File: src/rtl/alu_cmd_queue.sv
// alu_cmd_queue
//   Ready-valid command buffer placed in front of the ALU input port. It
//   absorbs bursts of {a, b, op} commands while the ALU is busy in a
//   multi-cycle operation and presents them strictly in order. The head entry
//   is shown first-word fall-through. The queue also reports its occupancy
//   and counts the commands issued to the ALU.
//
// Parameters
//   WIDTH  operand width
//   DEPTH  number of entries (power of two, >= 2)
//   CNT_W  width of the issued-command counter (wraps, no saturation)
//
// Ports
//   clk        clock, rising edge
//   reset      synchronous reset, active low
//   a_in       producer operand A
//   b_in       producer operand B
//   op_in      producer op (0 = add, 1 = multiply)
//   valid_in   producer command valid
//   ready_out  queue can accept a command
//   a_out      head operand A to ALU
//   b_out      head operand B to ALU
//   op_out     head op to ALU
//   valid_out  head entry valid
//   ready_in   ALU accepts head entry
//   count      current occupancy, 0..DEPTH
//   full       count == DEPTH
//   empty      count == 0
//   issued     number of completed output handshakes
module alu_cmd_queue #(
  parameter int WIDTH = 32,
  parameter int DEPTH = 4,
  parameter int CNT_W = 16
) (
  input  logic                       clk,
  input  logic                       reset,
  input  logic [WIDTH-1:0]           a_in,
  input  logic [WIDTH-1:0]           b_in,
  input  logic                       op_in,
  input  logic                       valid_in,
  output logic                       ready_out,
  output logic [WIDTH-1:0]           a_out,
  output logic [WIDTH-1:0]           b_out,
  output logic                       op_out,
  output logic                       valid_out,
  input  logic                       ready_in,
  output logic [$clog2(DEPTH+1)-1:0] count,
  output logic                       full,
  output logic                       empty,
  output logic [CNT_W-1:0]           issued
);

  localparam int PTR_W = $clog2(DEPTH);
  localparam int OCC_W = $clog2(DEPTH + 1);
  localparam logic [OCC_W-1:0] FULL_CNT = OCC_W'(DEPTH);

  logic [WIDTH-1:0] mem_a  [DEPTH];
  logic [WIDTH-1:0] mem_b  [DEPTH];
  logic             mem_op [DEPTH];

  logic [PTR_W-1:0] wr_ptr;
  logic [PTR_W-1:0] rd_ptr;
  logic [OCC_W-1:0] count_r;
  logic [CNT_W-1:0] issued_r;

  logic push;
  logic pop;

  // Both handshake qualifiers come from registered occupancy only, so neither
  // ready depends combinationally on the opposite side. Holding ready_out low
  // while reset is asserted keeps the producer from believing a command was
  // taken during the cycle that discards the queue.
  assign full      = (count_r == FULL_CNT);
  assign empty     = (count_r == '0);
  assign ready_out = !full && reset;
  assign valid_out = !empty;

  assign push = valid_in && ready_out;
  assign pop  = valid_out && ready_in;

  // The head is read straight from storage. With the queue empty this still
  // shows the slot at the read pointer, which is stable, and zero after reset
  // because storage is cleared.
  assign a_out  = mem_a[rd_ptr];
  assign b_out  = mem_b[rd_ptr];
  assign op_out = mem_op[rd_ptr];

  assign count  = count_r;
  assign issued = issued_r;

  always_ff @(posedge clk) begin
    if (!reset) begin
      wr_ptr   <= '0;
      rd_ptr   <= '0;
      count_r  <= '0;
      issued_r <= '0;
      for (int i = 0; i < DEPTH; i++) begin
        mem_a[i]  <= '0;
        mem_b[i]  <= '0;
        mem_op[i] <= 1'b0;
      end
    end else begin
      if (push) begin
        mem_a[wr_ptr]  <= a_in;
        mem_b[wr_ptr]  <= b_in;
        mem_op[wr_ptr] <= op_in;
        // DEPTH is a power of two, so natural overflow wraps to 0.
        wr_ptr         <= wr_ptr + 1'b1;
      end
      if (pop) begin
        rd_ptr   <= rd_ptr + 1'b1;
        issued_r <= issued_r + 1'b1;
      end
      case ({push, pop})
        2'b10:   count_r <= count_r + 1'b1;
        2'b01:   count_r <= count_r - 1'b1;
        default: count_r <= count_r;
      endcase
    end
  end

endmodule

File: config.mk
export PLATFORM = sky130hd
export DESIGN_NAME = alu_cmd_queue
export DESIGN_NICKNAME = d
export VERILOG_FILES = /design/src/rtl/alu_cmd_queue.sv
export SDC_FILE = /design/constraint.sdc
export NUM_CORES = 1
export LEC_CHECK = 0
export CAP_MARGIN = 20
export CORE_MARGIN = 1
export CORE_UTILIZATION = 35
export DETAILED_ROUTE_END_ITERATION = 6
export SETUP_SLACK_MARGIN = 0.05
export SKIP_LAST_GASP = 1
export SLEW_MARGIN = 20
export SYNTH_ARGS = -nofsm -noshare
export SYNTH_HDL_FRONTEND = slang
export SYNTH_SLANG_ARGS = --single-unit
File: constraint.sdc
create_clock -name clk -period 9.9 [get_ports clk]
set_clock_uncertainty 0.2 [all_clocks]
set_input_delay 1.98 -clock clk [delete_from_list [all_inputs] [get_ports clk]]
set_output_delay 1.98 -clock clk [all_outputs]
set_load 0.005 [all_outputs]
==> run_results.csv, run 1 <==
group,metric,value,unit
outcome,status,"finished clean",
worst_setup_path,worstPathCellList,"clkdlybuf4s50_1 -> inv_2 -> nor2_1 -> clkdlybuf4s50_1",
floorplan,ios,157,
yosys,syn-cell-area,12500,sq um
global_routing,grt_pass1_wl,40.7,mm
worst_setup_path,critPathMaxStageDelay,0.89,ns
yosys,syn_area_per_cell,16.1,sq um
pwr,p_comb_frac,0.229,
finish,area_delta_synth_final,23.2,%
yosys,syn_nets,848,
job,maxCapViolCount,0,
finish,n_antenna_cell,0,
sta,setup_slack,3.72,ns
sta,final_min_period_over_clock_period,0.625,
worst_setup_path,crit_slowest_cell,"clkdlybuf4s50_1",
drt,dr.pass1.iters,4,
sta,fin_tns_setup,0,ns
drt,routed_wl,26.7,mm
yosys,ys_seq_area_frac,0.665,
worst_setup_path,cpMostUsedCell,"clkdlybuf4s50_1",
worst_setup_path,startpoint_type,"input port",
floorplan,dieHeight,191,um
sta,hold_viol,0,
finish,drive_above_1_share,0.169,
drt,route.detailed.drc,0,
hold_path,whs_path_depth,2,
clock_tree,cts.clk_slew.worst_paths,0.06,ns
drt,via_count,6607,
floorplan,start_util,0.358,
drt,postRouteAntennaNets,0,
worst_setup_path,rr_worst_depth,7,
sta,drv_slew,0,
floorplan,core_area,34800,sq um
pwr,power_density,217,nW/um^2
pwr,p_clk_frac,0.317,
floorplan,rows,68,
clock_tree,cts-htree-levels,1,
finish,fillCellCount,3079,
global_routing,grt_pass1_vias,7134,
global_routing,globalRouteOverflowTotal,0,
global_routing,track_usage,0.149,
floorplan,fp.dieArea,36300,sq um
yosys,synthesis.instances,776,
pwr,switching_share,0.245,
worst_setup_path,critPathKind,"in -> out",
clock_tree,clock_sinks,285,
place,portBuffers,156,
place,dp_hpwl,14.6,mm
global_routing,grt_max_degree,68,
sta,rsz0062_at_grt,"no",
floorplan,die_w,191,um
pwr,power,3.33,mW
drt,drtIter0Drc,355,
sta,worst_pin_slew,1.05,ns
clock_tree,clk-insertion-delay-late,0.53,ns
worst_setup_path,crit_fanout,27,
yosys,ys_types,36,
pwr,switchingPower,814,uW
sta,fin_crit,6.18,ns
worst_setup_path,worst_ep_arrival_time,4.00,ns
pwr,p_int,2.51,mW
drt,vias_per_cell,4.72,
place,gp_congestion,0.751,
clock_tree,clk_path_buf_depth,3,
hold_path,hold_class,"reg -> reg",
global_routing,antenna_found_initial,4,
drt,wl_per_cell,19.1,um
clock_tree,cts_tree,"built",
yosys,ys_ff_latch,285,
clock_tree,cts_root_buf,"clkbuf_16",
yosys,ys.warnings.count,0,
pwr,seq_power_share,0.453,
sta,max_freq,162,MHz
worst_setup_path,setup.worst_path.end_class,"output port",
worst_setup_path,cp.required,7.72,ns
clock_tree,post_cts_buffers,0,
clock_tree,cts_buffers,30,
pwr,leakage,5.41,nW
pwr,peakVddDrop,0.123,mV
sta,hold-worst-slack,0.276,ns
finish,nets,997,
sta,max-slew-margin-rel,0.298,
clock_tree,cts_hold_buffers,0,
clock_tree,post_cts_resized,0,
place,place_ws,3.72,ns
sta,setup_violations,0,
[worst max-delay path: cells and delay by family]
family | cells | cell delay (ns)
buffers and inverters | 3 | 1.82
AND/OR/NAND/NOR | 1 | 0.19
[power groups by stage]
stage / Clock (mW) / Combinational, mW / Sequential (mW)
2_1_floorplan: 0 / 0.445 / 1.49
5_1_grt: 1.13 / 0.825 / 1.53
6_report: 1.06 / 0.762 / 1.51
3_5_place_dp: 0 / 0.781 / 1.54
4_1_cts: 1.08 / 0.785 / 1.51
3_3_place_gp: 0 / 0.779 / 1.54
[stage by stage]
| stage | utilization | cells | instance area [sq um] |
|---|---|---|---|
| 6_report | 0.441 | 1401 | 15300 |
| 5_1_grt | 0.441 | 1401 | 15300 |
| 4_1_cts | 0.441 | 1401 | 15300 |
| 3_5_place_dp | 0.414 | 1348 | 14400 |
| 3_3_place_gp | 0.414 | 1348 | 14400 |
| 2_1_floorplan | - | 776 | 12500 |
[cell families (layout without fill, tap and decap cells)]
logic type               count (synthesis)  after routing  synth area share
flip-flops                             285            285             0.665
adder cells (fa/ha/maj)                  3              3           0.00362
AND/OR/NAND/NOR                        328            328             0.169
buffers and inverters                   57            227            0.0260
XOR/XNOR                                14             14           0.00984
multiplexers                            65             65             0.118
AO/OA/AOI/OAI                           24             24           0.00984
[routing by layer]
metal,vias up,GRT usage,share of wire
met1,3292,0.192,0.44
li1,3136,-,-
met2,140,0.250,0.48
met5,-,0,0.0012
met4,4,0.0332,0.015
met3,35,0.0394,0.063
[path summary, 6_finish.rpt]
| check | start | to | slack [ns] |
|---|---|---|---|
| worst min-delay path | mem_op[2] | mem_op[2] | 0.28 |
| worst min register to register | mem_op[2] | mem_op[2] | 0.28 |
| worst max-delay path | reset | ready_out | 3.72 |
| worst max register to register | count[2] | mem_a[2][14] | 6.59 |
[flip-flops by register name (all words and copies together), names as in the netlist, named ones only]
| register | flops |
|---|---|
| wr_ptr | 2 |
| mem_op | 4 |
| mem_b | 128 |
| count | 3 |
| issued | 16 |
| mem_a | 128 |
| rd_ptr | 2 |
[cell usage in the layout (no fill, tap or decap), types with 5 or more instances in the layout]
cell type | Yosys | routed
a21oi_1 | 9 | 9
and2_1 | 227 | 227
and2_4 | 30 | 30
and3_1 | 5 | 5
buf_4 | 0 | 8
clkbuf_1 | 13 | 10
clkbuf_16 | 0 | 31
clkdlybuf4s50_1 | 0 | 156
dfxtp_1 | 28 | 26
edfxtp_1 | 257 | 257
inv_1 | 7 | 7
mux4_2 | 65 | 65
nand2_1 | 15 | 15
nand3_1 | 8 | 8
nor2_1 | 20 | 19
o21ai_0 | 14 | 11
or3_1 | 6 | 6
xnor2_1 | 5 | 5
xor2_1 | 9 | 9
[cells in the mapped netlist (all sizes together)]
master / instances / share of area
and2: 257 / 0.14
edfxtp: 257 / 0.62
mux4: 65 / 0.12
buf: 30 / 0.017
dfxtp: 28 / 0.045
nor2: 20 / 0.0060
clkbuf: 17 / 0.0055
nand2: 16 / 0.0050
o21ai: 14 / 0.0056
inv: 10 / 0.0032
a21oi: 9 / 0.0036
xor2: 9 / 0.0063
nand3: 8 / 0.0032
or3: 6 / 0.0030
and3: 5 / 0.0025
xnor2: 5 / 0.0035
nand4: 4 / 0.0037
and4: 3 / 0.0023
nand2b: 3 / 0.0015
ha: 2 / 0.0020
nand4b: 2 / 0.0014
nor4: 2 / 0.0034
fa: 1 / 0.0016
nor3: 1 / 0.00040
o31ai: 1 / 0.00060
or3b: 1 / 0.00090
[layout make-up]
type                            instances  area, sq um  area share
Clock buffer                           45          868      0.0566
Clock inverter                          8         61.3     0.00399
Inverter                               10         40.0     0.00261
Multi-Input combinational cell        434         3900       0.254
Sequential cell                       285         8290       0.540
Tap cell                              455          569      0.0371
Timing Repair Buffer                  164         1620       0.106
No activity file was read; power rests on OpenSTA's default activity.
==> run 2, diff against run 1 <==
==> constraint.sdc (replaced) <==
create_clock -name clk -period 6.25 [get_ports clk]
set_clock_uncertainty 0.2 [all_clocks]
set_input_delay 1.25 -clock clk [delete_from_list [all_inputs] [get_ports clk]]
set_output_delay 1.25 -clock clk [all_outputs]
set_load 0.005 [all_outputs]
==> run_results.csv, run 2 (synthesized netlist as in run 1, its figures left out) <==
group,metric,value,unit
worst_setup_path,crit_fanout,27,
worst_setup_path,worst_ep_arrival_time,3.25,ns
worst_setup_path,crit_slowest_cell,"clkdlybuf4s50_1",
sta,setup_slack,1.55,ns
drt,wl_per_cell,19.7,um
place,placed_area,14500,sq um
clock_tree,clk-insertion-delay-late,0.55,ns
drt,vias_per_cell,4.77,
place,dp_hpwl,15.8,mm
sta,fin_crit,4.70,ns
clock_tree,post_cts_buffers,0,
pwr,power,5.32,mW
clock_tree,cts-htree-levels,1,
global_routing,antenna_found_initial,3,
sta,rsz0062_at_grt,"no",
sta,final_min_period_over_clock_period,0.752,
worst_setup_path,startpoint_type,"input port",
floorplan,die_w,191,um
worst_setup_path,critPathMaxStageDelay,0.88,ns
drt,dr.pass1.iters,4,
place,portBuffers,156,
global_routing,globalRouteOverflowTotal,0,
global_routing,track_usage,0.156,
clock_tree,cts_buffers,31,
hold_path,hold_class,"reg -> reg",
finish,nets,1007,
worst_setup_path,cpMostUsedCell,"clkdlybuf4s50_1",
sta,setup_violations,0,
drt,routed_wl,27.8,mm
drt,postRouteAntennaNets,0,
job,maxCapViolCount,0,
drt,drtIter0Drc,449,
finish,layout_commonest_cell,"edfxtp_1",
drt,route.detailed.drc,0,
clock_tree,cts_tree,"built",
floorplan,core_area,34800,sq um
place,gp_congestion,0.729,
sta,max_freq,213,MHz
clock_tree,cts_root_buf,"clkbuf_16",
clock_tree,post_cts_resized,0,
global_routing,grt_pass1_wl,42.9,mm
floorplan,fp.dieArea,36300,sq um
global_routing,grt_pass1_vias,7318,
finish,drive_above_1_share,0.175,
finish,final_cell_mix,"257 x edfxtp_1, 227 x and2_1, 156 x clkdlybuf4s50_1",
clock_tree,cts_hold_buffers,0,
place,place_ws,1.55,ns
clock_tree,cts.clk_slew.worst_paths,0.05,ns
drt,via_count,6746,
worst_setup_path,critPathKind,"in -> out",
pwr,leakage,5.47,nW
sta,drv_slew,0,
floorplan,dieHeight,191,um
floorplan,rows,68,
sta,hold_viol,0,
worst_setup_path,setup.worst_path.end_class,"output port",
outcome,status,"finished clean",
clock_tree,clock_sinks,285,
finish,area_delta_synth_final,24.1,%
clock_tree,clk_path_buf_depth,3,
pwr,peakVddDrop,0.198,mV
sta,max-slew-margin-rel,0.406,
sta,fin_tns_setup,0,ns
worst_setup_path,cp.required,4.80,ns
worst_setup_path,worstPathCellList,"clkdlybuf4s50_1 -> inv_2 -> nor2_1 -> clkdlybuf4s50_1",
floorplan,ios,157,
global_routing,grt_max_degree,67,
sta,worst_pin_slew,0.891,ns
pwr,power_density,344,nW/um^2
finish,design_area,15500,sq um
floorplan,start_util,0.358,
==> run 2: cell types whose count changed in the layout (fill, tap and decap cells not counted) <==
cell       before  now
buf_12          0    1
clkbuf_1       10   11
buf_4           8   15
buf_16          0    1
clkbuf_8        4    0
diode_2         0    1
clkinv_2        4    6
clkinv_1        3    7
bufinv_16       1    2
==> run 2: worst paths after layout <==
check                           slack [ns]      start   endpoint  cells past startpoint
worst min register to register        0.27  mem_op[1]  mem_op[1]                      2
worst min-delay path                  0.27  mem_op[1]  mem_op[1]                      2
worst max register to register        3.46   count[2]   count[2]                     10
worst max-delay path                  1.55      reset  ready_out                      4
==> run 2: report_power, final <==
part	switching, mW	internal [mW]
registers	0.150	2.27
clock network	0.712	0.989
logic	0.463	0.726
total	1.33	3.99
==> run 2: area by class of cell <==
cell class	instances	area, sq um
Clock buffer	42	817
Inverter	10	40.0
Antenna cell	1	2.50
Fill cell	3096	19300
Tap cell	455	569
Timing Repair Buffer	173	1720
Sequential cell	285	8290
Multi-Input combinational cell	434	3900
Clock inverter	15	116
==> run 2: layer usage <==
| metal | track usage | wire [um] | vias up |
|---|---|---|---|
| li1 | - | - | 3159 |
| met1 | 0.209 | 12500 | 3397 |
| met2 | 0.258 | 13200 | 155 |
| met3 | 0.0388 | 1780 | 33 |
| met4 | 0.0311 | 350 | 2 |
| met5 | 0 | 13 | - |
==> run 2: critical path: cells and delay by family <==
family	cells	cell delay, ns
and+or+nand+nor	1	0.18
buffers and inverters	3	1.81
==> run 2: stage by stage <==
stage	cells	hold slack [ns]	util
CTS	1414	0.272	0.444
finish	1415	0.268	0.444
global placement	1356	0.261	0.416
global route	1414	0.302	0.444
detailed placement	1357	0.263	0.417
floorplan	776	0.242	-
